===== src/rtl/fetch_unit_if.sv =====
// fetch_unit_if: boot-load, control and fetch handshake between the fetch
// stage and its surroundings. The slave modport is the fetch unit itself.
//
// Handshake: a fetch is taken on a rising edge where FETCH_REQ=1 and STALL=0.
// STALL=1 freezes PROM_OUT/PROM_VALID/FETCH_ERR regardless of FETCH_REQ.
// PROM_VALID=1 means PROM_OUT was loaded by the most recently taken fetch and
// has not yet been consumed by a non-stalled cycle.
interface fetch_unit_if #(
  parameter int INSTR_W = 15,
  parameter int ADDR_W  = 8
);
  logic               LOAD_WE;
  logic [ADDR_W-1:0]  LOAD_ADDR;
  logic [INSTR_W-1:0] LOAD_DATA;
  logic               START;
  logic               RESUME;
  logic [ADDR_W-1:0]  P_COUNT;
  logic               FETCH_REQ;
  logic               STALL;
  logic [INSTR_W-1:0] PROM_OUT;
  logic               PROM_VALID;
  logic               FETCH_ERR;
  logic               HALTED;
  logic               RUNNING;
  logic [1:0]         STATE_DBG;

  modport slave (
    input  LOAD_WE, LOAD_ADDR, LOAD_DATA, START, RESUME,
    input  P_COUNT, FETCH_REQ, STALL,
    output PROM_OUT, PROM_VALID, FETCH_ERR, HALTED, RUNNING, STATE_DBG
  );

  modport master (
    output LOAD_WE, LOAD_ADDR, LOAD_DATA, START, RESUME,
    output P_COUNT, FETCH_REQ, STALL,
    input  PROM_OUT, PROM_VALID, FETCH_ERR, HALTED, RUNNING, STATE_DBG
  );
endinterface


===== src/rtl/fetch_unit.sv =====
// fetch_unit: loadable program memory with a registered read port, a
// request/stall handshake toward decode and halt-opcode detection.
// BOOT accepts program writes, RUN serves fetches, HALTED waits for RESUME.
module fetch_unit #(
  parameter int         INSTR_W = 15,
  parameter int         ADDR_W  = 8,
  parameter int         DEPTH   = 16,
  parameter logic [3:0] HALT_OP = 4'b1111
) (
  input  logic        CLK_FT,
  input  logic        RESET_N,
  fetch_unit_if.slave bus
);

  typedef enum logic [1:0] {
    ST_BOOT   = 2'd0,
    ST_RUN    = 2'd1,
    ST_HALTED = 2'd2
  } state_t;

  // Index width into the word array; a one-word memory still needs one bit.
  localparam int IDX_W = (DEPTH > 1) ? $clog2(DEPTH) : 1;
  // Depth widened by one bit so DEPTH = 2^ADDR_W compares correctly.
  localparam logic [ADDR_W:0] DEPTH_W = (ADDR_W+1)'(DEPTH);

  state_t             state_q;
  logic [INSTR_W-1:0] prom_out_q;
  logic               prom_valid_q;
  logic               fetch_err_q;

  logic [INSTR_W-1:0] mem [DEPTH];

  logic               fetch_in_range;
  logic               load_in_range;
  logic [IDX_W-1:0]   fetch_idx;
  logic [IDX_W-1:0]   load_idx;
  logic [INSTR_W-1:0] fetch_word;
  logic               fetch_is_halt;
  logic               load_wr_en;

  assign fetch_in_range = ({1'b0, bus.P_COUNT} < DEPTH_W);
  assign load_in_range  = ({1'b0, bus.LOAD_ADDR} < DEPTH_W);
  assign fetch_idx      = bus.P_COUNT[IDX_W-1:0];
  assign load_idx       = bus.LOAD_ADDR[IDX_W-1:0];

  // Out-of-range fetches read as an all-zero NOP; only in-range words can halt.
  assign fetch_word    = fetch_in_range ? mem[fetch_idx] : '0;
  assign fetch_is_halt = fetch_in_range && (fetch_word[INSTR_W-1 -: 4] == HALT_OP);
  assign load_wr_en    = (state_q == ST_BOOT) && bus.LOAD_WE && load_in_range;

  // Program memory write: contents survive reset, only the write is suppressed.
  always_ff @(posedge CLK_FT or negedge RESET_N) begin
    if (!RESET_N) begin
    end else if (load_wr_en) begin
      mem[load_idx] <= bus.LOAD_DATA;
    end
  end

  // Control FSM with registered fetch outputs.
  always_ff @(posedge CLK_FT or negedge RESET_N) begin
    if (!RESET_N) begin
      state_q      <= ST_BOOT;
      prom_out_q   <= '0;
      prom_valid_q <= 1'b0;
      fetch_err_q  <= 1'b0;
    end else begin
      case (state_q)
        ST_BOOT: begin
          if (bus.START) begin
            state_q <= ST_RUN;
          end
        end
        ST_RUN: begin
          if (!bus.STALL) begin
            if (bus.FETCH_REQ) begin
              prom_out_q   <= fetch_word;
              prom_valid_q <= 1'b1;
              fetch_err_q  <= !fetch_in_range;
              if (fetch_is_halt) begin
                state_q <= ST_HALTED;
              end
            end else begin
              prom_valid_q <= 1'b0;
              fetch_err_q  <= 1'b0;
            end
          end
        end
        ST_HALTED: begin
          // The halt word stays on PROM_OUT; valid drops once decode takes it.
          if (!bus.STALL) begin
            prom_valid_q <= 1'b0;
            fetch_err_q  <= 1'b0;
          end
          if (bus.RESUME) begin
            state_q <= ST_RUN;
          end
        end
        default: begin
          state_q <= ST_BOOT;
        end
      endcase
    end
  end

  assign bus.PROM_OUT   = prom_out_q;
  assign bus.PROM_VALID = prom_valid_q;
  assign bus.FETCH_ERR  = fetch_err_q;
  assign bus.HALTED     = (state_q == ST_HALTED);
  assign bus.RUNNING    = (state_q == ST_RUN);
  assign bus.STATE_DBG  = state_q;

endmodule


===== src/flat_wrapper.sv =====
// flat-port wrapper written by rule: the top's interface ports become plain ports
module fetch_unit_flat 
#(
  parameter int         INSTR_W = 15,
  parameter int         ADDR_W  = 8,
  parameter int         DEPTH   = 16,
  parameter logic [3:0] HALT_OP = 4'b1111
)
  (CLK_FT, RESET_N, bus_LOAD_WE, bus_LOAD_ADDR, bus_LOAD_DATA, bus_START, bus_RESUME, bus_P_COUNT, bus_FETCH_REQ, bus_STALL, bus_PROM_OUT, bus_PROM_VALID, bus_FETCH_ERR, bus_HALTED, bus_RUNNING, bus_STATE_DBG);
  fetch_unit_if #(.INSTR_W(INSTR_W), .ADDR_W(ADDR_W)) bus_i ();
  input  logic CLK_FT;
  input  logic RESET_N;
  input wire logic [$bits(bus_i.LOAD_WE)-1:0] bus_LOAD_WE;
  input wire logic [$bits(bus_i.LOAD_ADDR)-1:0] bus_LOAD_ADDR;
  input wire logic [$bits(bus_i.LOAD_DATA)-1:0] bus_LOAD_DATA;
  input wire logic [$bits(bus_i.START)-1:0] bus_START;
  input wire logic [$bits(bus_i.RESUME)-1:0] bus_RESUME;
  input wire logic [$bits(bus_i.P_COUNT)-1:0] bus_P_COUNT;
  input wire logic [$bits(bus_i.FETCH_REQ)-1:0] bus_FETCH_REQ;
  input wire logic [$bits(bus_i.STALL)-1:0] bus_STALL;
  output wire logic [$bits(bus_i.PROM_OUT)-1:0] bus_PROM_OUT;
  output wire logic [$bits(bus_i.PROM_VALID)-1:0] bus_PROM_VALID;
  output wire logic [$bits(bus_i.FETCH_ERR)-1:0] bus_FETCH_ERR;
  output wire logic [$bits(bus_i.HALTED)-1:0] bus_HALTED;
  output wire logic [$bits(bus_i.RUNNING)-1:0] bus_RUNNING;
  output wire logic [$bits(bus_i.STATE_DBG)-1:0] bus_STATE_DBG;
  assign bus_i.LOAD_WE = bus_LOAD_WE;
  assign bus_i.LOAD_ADDR = bus_LOAD_ADDR;
  assign bus_i.LOAD_DATA = bus_LOAD_DATA;
  assign bus_i.START = bus_START;
  assign bus_i.RESUME = bus_RESUME;
  assign bus_i.P_COUNT = bus_P_COUNT;
  assign bus_i.FETCH_REQ = bus_FETCH_REQ;
  assign bus_i.STALL = bus_STALL;
  assign bus_PROM_OUT = bus_i.PROM_OUT;
  assign bus_PROM_VALID = bus_i.PROM_VALID;
  assign bus_FETCH_ERR = bus_i.FETCH_ERR;
  assign bus_HALTED = bus_i.HALTED;
  assign bus_RUNNING = bus_i.RUNNING;
  assign bus_STATE_DBG = bus_i.STATE_DBG;
  fetch_unit #(.INSTR_W(INSTR_W), .ADDR_W(ADDR_W), .DEPTH(DEPTH), .HALT_OP(HALT_OP)) u_core (.CLK_FT(CLK_FT), .RESET_N(RESET_N), .bus(bus_i));
endmodule

===== config.mk =====
export PLATFORM = sky130hd
export DESIGN_NAME = fetch_unit_flat
export DESIGN_NICKNAME = d
export VERILOG_FILES = /design/src/rtl/fetch_unit_if.sv /design/src/rtl/fetch_unit.sv /design/src/flat_wrapper.sv
export SDC_FILE = /design/constraint.sdc
export NUM_CORES = 1
export LEC_CHECK = 0
export BUFFER_PORTS_ARGS = -buffer_cell sky130_fd_sc_hd__buf_2
export CORE_UTILIZATION = 35
export CTS_BUF_LIST = sky130_fd_sc_hd__clkbuf_4 sky130_fd_sc_hd__clkbuf_8
export DETAILED_ROUTE_END_ITERATION = 10
export GPL_TIMING_DRIVEN = 0
export SYNTH_ARGS = -nofsm -noshare
export SYNTH_HDL_FRONTEND = slang
export SYNTH_SLANG_ARGS = --single-unit

===== constraint.sdc =====
create_clock -name CLK_FT -period 2.6 [get_ports CLK_FT]
set_input_delay 0.26 -clock CLK_FT [delete_from_list [all_inputs] [get_ports CLK_FT]]
set_output_delay 0.26 -clock CLK_FT [all_outputs]
set_load 0.03 [all_outputs]

After elaboration in Yosys (flattened, before gate mapping)
Memories as Yosys holds them, arrays and structs flattened.
Index checks and enable logic that the tools add are counted.
- logic and storage cells: 43
- bits in registers: 19
- memory bits (writable): 240
- output and inout bits: 21
- input bits: 38
- memories: 1
- multiplexer cells: 16
- magnitude comparators: 2
- equal/unequal tests: 9
- reductions and logical operators: 10
- bitwise logic cells: 1
- memory list (memory ; words ; width ; read ports ; clocked after Yosys merged registers in ; write ports ; RTL line ; RTL):
    u_core.mem ; 16 ; 15 ; 1 ; 0 ; 1 ; fetch_unit.sv:31 ; logic [INSTR_W-1:0] mem [DEPTH];
- operators with widths (kind ; number):
    8-bit by 5-bit less-than comparator with 1-bit output, second input constant ; 2
    15-bit 2-to-1 mux ; 1
    2-bit 2-to-1 mux ; 5
    2-bit inequality test, second input constant ; 5
    1-bit 2-to-1 mux ; 7
    2-bit one-hot mux with 3 select lines ; 1
    3-bit AND reduction ; 2
    5-bit AND reduction ; 1
    4-bit equality test, second input constant ; 1
    1-bit logical AND ; 4
    1-bit one-hot mux with 2 select lines ; 2
    2-bit by 1-bit equality test with 1-bit output, second input constant ; 1
    2-bit equality test, second input constant ; 1
    2-bit zero test ; 1
    2-bit by 1-bit inequality test with 1-bit output, second input constant ; 1
    2-bit nonzero test ; 1
    1-bit zero test ; 1
    1-bit inverter ; 1

Depth between registers and ports, before layout
Gate-level depths: netlist of the first run.
- word-level depth: 8
- gate-level depth with buffers: 8

Worst setup path after synthesis of the first run
No wires, ideal clock.
- path type: flip-flop to flip-flop
- start: register u_core.state_q[1] (netlist: u_core.bus.STATE_DBG[1])
- end: memory u_core.mem[0][0], enable pin
- data arrival time: 2303 ps
- setup slack: -109 ps
- data required time: 2194 ps
- stages on the path, launching flop included: 5
- clock period less this slack: 2709 ps
- setup time: 406 ps
- cell sequence: dfrtp_1 > nor2_1 > nand4_1 > or3_1 > nor3_1
- longest elaborated chain between the ends: 6
- ends and longest elaborated chain (what ; RTL line ; RTL):
    start, declared ; fetch_unit.sv:26 ; state_t state_q;
    start signal, assigned ; fetch_unit.sv:62 ; state_q <= ST_BOOT;
    start signal, assigned ; fetch_unit.sv:70 ; state_q <= ST_RUN;
    start signal, assigned ; fetch_unit.sv:80 ; state_q <= ST_HALTED;
    2-bit zero test ; fetch_unit.sv:49 ; assign load_wr_en = (state_q == ST_BOOT) && bus.LOAD_WE && load_in_range;
    1-bit logical AND (2 in a row) ; fetch_unit.sv:49 ;
    1-bit 2-to-1 mux ; fetch_unit.sv:54 ; end else if (load_wr_en) begin
    1-bit logical AND (implied by the code) ; fetch_unit.sv:55 ; mem[load_idx] <= bus.LOAD_DATA;
    1-bit 2-to-1 mux (implied by the code) ; fetch_unit.sv:55 ;
    end, declared ; fetch_unit.sv:31 ;
No other way between the ends.

Worst setup path in the final report of the first run
- start: register u_core.state_q[1] (netlist: u_core.bus.STATE_DBG[1])
- end: memory u_core.mem[1][5], enable pin
Same word-level chain as after synthesis.

==> results.sh, run 1 <==
export IMPL_htree_levels=2
export IMPL_grt_pass1_vias=5202
export IMPL_clock_latency_ns=0.54
export IMPL_r2r_end="u_core.mem[1][5]"
export IMPL_fin_total_pwr_mw=8.52
export IMPL_commonest_cells_after_routing_fill_and_taps_aside="edfxtp_1 (240), buf_2 (59), clkbuf_8 (50), mux4_1 (37), mux4_2 (32)"
export IMPL_synthDominantCellAreaShare=0.713
export IMPL_worstPathMaxFanout=8
export IMPL_setup_worst_path_end_class="register"
export IMPL_cp_data_required_time_ns=2.84
export IMPL_synthesis_nets=483
export IMPL_num_cts_buffers=42
export IMPL_netlist_top_cell_by_area="edfxtp_1"
export IMPL_core_area_sq_um=28100
export IMPL_ff_latch_area_sq_um=7680
export IMPL_clock_sinks=259
export IMPL_setup_worst_path_class="register to register"
export IMPL_port_buffer_count=54
export IMPL_globalRoute_totalOverflow=0
export IMPL_grt_max_degree=20
export IMPL_syn2layout_area_growth_pct=20.1
export IMPL_drv_max_cap_violation_count=0
export IMPL_cell_area_power_density_nw_per_um2=702
export IMPL_outcome="finished, final reports clean"
export IMPL_netlist_area_sq_um=10100
export IMPL_firstDrtPassIters=5
export IMPL_placementRows=61
export IMPL_ys_warn_count=0
export IMPL_syn_mean_instance_area_sq_um=22.7
export IMPL_cts_tree="yes"
export IMPL_num_nets_final=600
export IMPL_tightest_slew_ns=1.05
export IMPL_fp_dieArea_sq_um=29600
export IMPL_r2r_slack_ns=0.25
export IMPL_timing_hold_worst_class="input port to register"
export IMPL_clock_skew_final_ns=0.0160
export IMPL_via_per_inst=5.12
export IMPL_grt_setup_unrepaired="false"
export IMPL_cp_data_arrival_time_ns=2.60
export IMPL_mostFrequentLayoutCell="edfxtp_1"
export IMPL_postSynth_topFlopCell="edfxtp_1"
export IMPL_yosysUniqueCellTypes=34
export IMPL_maximum_buffer_depth_of_the_clock_tree=3
export IMPL_grt_pass1_wl_mm=32.8
export IMPL_worst_setup_hold_path_clk_slew_ns=0.06
export IMPL_cp_startpoint="u_core.bus.STATE_DBG[1]"
export IMPL_via_count=4975
export IMPL_antenna_diode_count=0
export IMPL_routedWlPerCell_microns=23.7
export IMPL_min_period_over_period=0.905
export IMPL_clk_root_buffer_cell="clkbuf_8"
export IMPL_ys_seq_elements=259
export IMPL_peakVddDrop_mv=0.266
export IMPL_cell_depth_of_the_worst_hold_path=3
export IMPL_place_worst_setup_slack_ns=-0.107
export IMPL_ioPinCount=59
export IMPL_grt_antenna_before_repair=0
export IMPL_drt_iter0_drc=333
export IMPL_whs_endpoint="u_core.bus.STATE_DBG[1]"
export IMPL_cell_leakage_power_nw=4.17
export IMPL_route_final_wire_length_mm=23.0
export IMPL_synth_sequential_area_ratio=0.760
export IMPL_multi_input_area_sq_um=2310
export IMPL_place_detailed_hpwl_mm=14.6
export IMPL_timing_max_transition_violations_final=0
export IMPL_min_from="bus_RESUME"
export IMPL_initial_utilization=0.360
export IMPL_synth_edf_count=240
export IMPL_rr_startpoint="u_core.bus.STATE_DBG[1]"
export IMPL_drive_gt1_frac=0.346
export IMPL_drt_antenna_violating_nets=0
export IMPL_post_route_drc_count=0
export IMPL_fin_crit_ns=2.35
export IMPL_finalWorstSetupSlack_ns=0.246
export IMPL_setup_viol=0
export IMPL_worst_r2r_path_depth=5
export IMPL_synth_top_cells_by_area="edfxtp_1 (71%), mux4_1 (9.6%), mux4_2 (7.1%)"
export IMPL_crit_path_start_kind="register"
export IMPL_fmax_mhz=425
export IMPL_final_hold_viol_count=0
export IMPL_fin_util=0.432
export IMPL_asyncSetResetFlopFracSynth=0.0734
export IMPL_groute_usage_overall=0.160
export IMPL_die_height_microns=172
export IMPL_max_slew_margin_rel=0.297
export IMPL_fillCellCount=2438
export IMPL_syn_instance_count=445
export IMPL_gp_congestion=0.729
export IMPL_die_width_microns=172
==> final cells by class <==
type / count / share of cell area
well taps: 378 / 0.0390
inverters: 6 / 0.00186
flip-flops and latches: 259 / 0.633
clock inverters: 10 / 0.00587
repair buffers: 73 / 0.0523
clock buffers: 65 / 0.0654
plain buffers: 21 / 0.0125
multi-input cells: 159 / 0.190
==> worst max-delay path, cell delays in order, from the launching register on <==
cell and delay (ns):
dfrtp_1 0.46, nor2_1 0.22, nand4_1 0.14, or3_1 0.45, nor2_2 0.54, buf_8 0.24
==> Yosys cell counts, types with 2 or more instances <==
cell	count
nand2_1	8
mux2i_1	5
nor2_1	20
buf_6	6
nor3_1	4
a22oi_1	4
nand3_1	7
inv_1	6
dfrtp_1	19
mux4_1	37
mux4_2	32
a22o_1	15
clkbuf_1	8
edfxtp_1	240
buf_2	5
a21oi_1	2
nand2b_1	4
o21ai_0	5
nor2b_1	3
==> state kept, by name (all words and copies together), names as in the netlist <==
signal	count
u_core.bus.PROM_VALID	1
u_core.bus.FETCH_ERR	1
u_core.bus.STATE_DBG	2
u_core.mem	240
u_core.bus.PROM_OUT	15
==> cell families after synthesis <==
group                  synth area share
AND/OR/NAND/NOR                  0.0277
AO/OA/AOI/OAI                    0.0223
flip-flops                        0.760
multiplexers                      0.172
buffers and inverters            0.0172
==> metrics by stage <==
stage          instances  area (sq um)  TNS, ns  hold slack [ns]
6_report             971         12100        0           0.0499
5_1_grt              971         12100        0           0.0419
4_1_cts              971         12100        0           0.0342
3_5_place_dp         894         11200   -0.845            0.280
3_3_place_gp         877         10900  -156.00            0.262
2_1_floorplan        445         10100        0          -0.0356
==> worst max-delay path by stage <==
stage	end	slack [ns]	cells past startpoint
2_1_floorplan	u_core.mem[8][0]	0.02	4
3_3_place_gp	u_core.mem[4][9]	-1.34	5
3_5_place_dp	u_core.mem[12][9]	-0.11	5
4_1_cts	u_core.mem[12][11]	0.02	5
5_1_grt	u_core.bus.PROM_OUT[4]	0.11	6
6_report	u_core.mem[1][5]	0.25	5
==> where the power goes <==
group	total, mW	switching [mW]	internal [mW]
Sequential	4.57	0.00999	4.56
Clock	3.54	1.51	2.04
Combinational	0.405	0.241	0.165
==> timing repair <==
| action | in CTS | in global routing |
|---|---|---|
| hold endpoints to repair | 20 | 0 |
| hold buffers | 2 | 0 |
| buffers inserted | 0 | 0 |
| endpoints found under the setup margin | 0 | 8 |
| resized for setup | 0 | 1 |
==> per-layer routing <==
layer	share of wire	GRT usage	routed length, microns	vias to the layer above
met5	0	0	0	-
met4	0.025	0.0677	565	0
met3	0.057	0.0293	1310	40
met2	0.51	0.275	11700	189
met1	0.41	0.198	9400	2590
li1	-	-	-	2156
Note: power is estimated with default switching activity, not from simulation.
==> inputs of run 2 (changes only) <==
--- a/config.mk
+++ b/config.mk
@@ -5,6 +5,7 @@
 export SDC_FILE = /design/constraint.sdc
 export NUM_CORES = 1
 export LEC_CHECK = 0
+export ABC_AREA = 1
 export BUFFER_PORTS_ARGS = -buffer_cell sky130_fd_sc_hd__buf_2
 export CORE_UTILIZATION = 35
 export CTS_BUF_LIST = sky130_fd_sc_hd__clkbuf_4 sky130_fd_sc_hd__clkbuf_8
==> run 2 against run 1 <==
Compared with the run above: combinational power up 100%; worst setup slack worse by 0.078 ns; non-clock buffer count up 29; utilization down 0.80 points; clock-buffer cell count down 7; design area up 1.1%; critical endpoint is now u_core.mem[4][6]; global-route usage up 3.0 points; sequential power up 2%; clock skew down 0.0041 ns.
==> results.sh, run 2 <==
export IMPL_outcome="finished, final reports clean"
export IMPL_drt_iter0_drc=733
export IMPL_setup_worst_path_end_class="register"
export IMPL_antenna_diode_count=0
export IMPL_place_detailed_hpwl_mm=18.7
export IMPL_fmax_mhz=411
export IMPL_whs_endpoint="u_core.bus.PROM_OUT[11]"
export IMPL_crit_chain="nor4_1 -> nand2_1 -> nor2_1 -> nand2_1 -> nor2_2 -> buf_8"
export IMPL_setup_worst_path_class="register to register"
export IMPL_min_from="bus_STALL"
export IMPL_clock_latency_ns=0.56
export IMPL_clock_skew_final_ns=0.0120
export IMPL_drt_antenna_violating_nets=0
export IMPL_globalRoute_totalOverflow=0
export IMPL_synthDominantCellAreaShare=0.694
export IMPL_asyncSetResetFlopFracSynth=0.0734
export IMPL_crit_path_start_kind="register"
export IMPL_post_synth_top_count_cell="edfxtp_1"
export IMPL_synth_top_cells_by_area="edfxtp_1 (69%), nand2_1 (5.0%), dfrtp_1 (4.6%)"
export IMPL_worst_r2r_path_depth=6
export IMPL_drive_gt1_frac=0.186
export IMPL_core_area_sq_um=28900
export IMPL_commonest_cells_after_routing_fill_and_taps_aside="edfxtp_1 (240), nand2_1 (137), nor2_1 (107), o21ai_0 (90), buf_2 (74)"
export IMPL_r2r_end="u_core.mem[4][6]"
export IMPL_grt_setup_unrepaired="false"
export IMPL_synth_edf_count=240
export IMPL_firstDrtPassIters=5
export IMPL_netlist_top_cell_by_area="edfxtp_1"
export IMPL_clk_root_buffer_cell="clkbuf_8"
export IMPL_synthesis_nets=884
export IMPL_r2r_slack_ns=0.17
export IMPL_groute_usage_overall=0.190
export IMPL_peakVddDrop_mv=0.284
export IMPL_ioPinCount=59
export IMPL_via_per_inst=5.12
export IMPL_cell_leakage_power_nw=4.49
export IMPL_via_count=7050
export IMPL_grt_pass1_wl_mm=42.6
export IMPL_grt_pass1_vias=6939
export IMPL_die_height_microns=174
export IMPL_dr_wl_met2_mm=13.3
export IMPL_critPathMaxStageDelay_ns=0.56
export IMPL_postSynth_topFlopCell="edfxtp_1"
export IMPL_syn_instance_count=846
export IMPL_ys_warn_count=0
export IMPL_drv_max_cap_violation_count=0
export IMPL_finalWorstSetupSlack_ns=0.168
export IMPL_cp_common_cell="nand2_1"
export IMPL_rr_startpoint="u_core.bus.STATE_DBG[1]"
export IMPL_cts_tree="yes"
export IMPL_setup_viol=0
export IMPL_port_buffer_count=56
export IMPL_synth_sequential_area_ratio=0.739
export IMPL_maximum_buffer_depth_of_the_clock_tree=3
export IMPL_largest_register="u_core.mem"
export IMPL_syn_mean_instance_area_sq_um=12.3
export IMPL_tightest_slew_ns=0.964
export IMPL_cp_data_required_time_ns=2.86
export IMPL_mostFrequentLayoutCell="edfxtp_1"
export IMPL_post_route_drc_count=0
export IMPL_max_slew_margin_rel=0.355
export IMPL_highest_layer="met4"
export IMPL_cell_depth_of_the_worst_hold_path=4
export IMPL_fin_crit_ns=2.43
export IMPL_worstPathMaxFanout=8
export IMPL_htree_levels=2
export IMPL_die_width_microns=174
export IMPL_route_final_wire_length_mm=28.3
export IMPL_netlist_top_cells_count="edfxtp_1 (240), nand2_1 (137), nor2_1 (123), o21ai_0 (90), nand3_1 (46)"
export IMPL_syn2layout_area_growth_pct=18.2
export IMPL_timing_max_transition_violations_final=0
export IMPL_worst_setup_hold_path_clk_slew_ns=0.06
export IMPL_ys_seq_elements=259
export IMPL_gp_congestion=0.815
export IMPL_min_period_over_period=0.935
export IMPL_grt_antenna_before_repair=0
export IMPL_place_worst_setup_slack_ns=-0.0562
export IMPL_grt_max_degree=20
export IMPL_post_cts_repair_setup_buffers=0
export IMPL_timing_hold_worst_class="input port to register"
export IMPL_timing_setup_tns_ns=0
export IMPL_routedWlPerCell_microns=20.5
export IMPL_cell_area_power_density_nw_per_um2=715
export IMPL_drt_met1_wl_mm=12.0
export IMPL_fp_dieArea_sq_um=30400
export IMPL_initial_utilization=0.359
export IMPL_num_cts_buffers=42
export IMPL_num_nets_final=1002
export IMPL_whs_ns=0.0477
export IMPL_flip_flop_count_of_the_largest_register_all_copies_and_words_added=240
export IMPL_timing_critical_path_slowest_stage_cell="nor2_2"
export IMPL_met3_routed_wl_mm=2.21
export IMPL_clock_sinks=259
export IMPL_netlist_area_sq_um=10400
export IMPL_final_hold_viol_count=0
export IMPL_cp_data_arrival_time_ns=2.69
export IMPL_yosysUniqueCellTypes=26
export IMPL_placementRows=62
-- run 2: logic make-up (layout without fill, tap and decap cells) --
| kind of cell | Yosys count | in the layout | synth area share |
|---|---|---|---|
| AOI/OAI and AO/OA | 178 | 178 | 0.0985 |
| buffers and inverters | 98 | 244 | 0.0416 |
| DFF | 259 | 259 | 0.739 |
| and+or+nand+nor | 311 | 311 | 0.120 |
-- run 2: worst max-delay path by stage --
stage	from	to	cells past startpoint
3_5_place_dp	RESET_N	u_core.mem[13][7]	8
4_1_cts	u_core.bus.STATE_DBG[1]	u_core.mem[4][6]	6
5_1_grt	u_core.bus.STATE_DBG[1]	u_core.mem[4][3]	6
3_3_place_gp	RESET_N	u_core.mem[14][2]	7
6_report	u_core.bus.STATE_DBG[1]	u_core.mem[4][6]	6
2_1_floorplan	u_core.bus.STATE_DBG[1]	u_core.mem[12][0]	5
-- run 2: cell type report --
| class | instances | area (sq um) |
|---|---|---|
| Clock buffer | 58 | 704 |
| Buffer | 49 | 248 |
| Fill cell | 2697 | 16700 |
| Tap cell | 384 | 480 |
| Inverter | 49 | 184 |
| Timing Repair Buffer | 74 | 591 |
| Sequential cell | 259 | 7680 |
| Clock inverter | 14 | 70.1 |
| Multi-Input combinational cell | 489 | 2310 |
-- run 2: power breakdown --
| group | total, mW | internal, mW | switching (mW) | leakage (nW) |
|---|---|---|---|---|
| clock network | 3.32 | 1.75 | 1.56 | 0.412 |
| logic | 0.821 | 0.234 | 0.587 | 1.67 |
| registers | 4.65 | 4.61 | 0.0373 | 2.41 |
| total | 8.78 | 6.59 | 2.19 | 4.49 |
-- run 2: through the flow --
step | cells | area [sq um] | util | total power, mW
floorplan | 846 | 10400 | - | 5.24
global placement | 1286 | 11100 | 0.385 | 5.54
detailed placement | 1302 | 11500 | 0.397 | 5.55
CTS | 1376 | 12300 | 0.424 | 8.85
global route | 1376 | 12300 | 0.424 | 9.09
finish | 1376 | 12300 | 0.424 | 8.78
-- run 2: worst max-delay path: cells and delay by family (launching register included) --
kind,cells,cell delay [ns]
AND/OR/NAND/NOR,5,1.47
buffers and inverters,1,0.23
flip-flops,1,0.44
-- run 2: metal layers --
layer	vias up	global-route usage
met1	3413	0.258
met4	0	0.0760
met2	307	0.301
met3	62	0.0339
li1	3268	-
met5	-	0
-- run 2: timing repair --
| item | 4_1_cts | 5_1_grt |
|---|---|---|
| hold buffers | 2 | 0 |
| resized for setup | 0 | 0 |
| hold endpoints to repair | 20 | 0 |
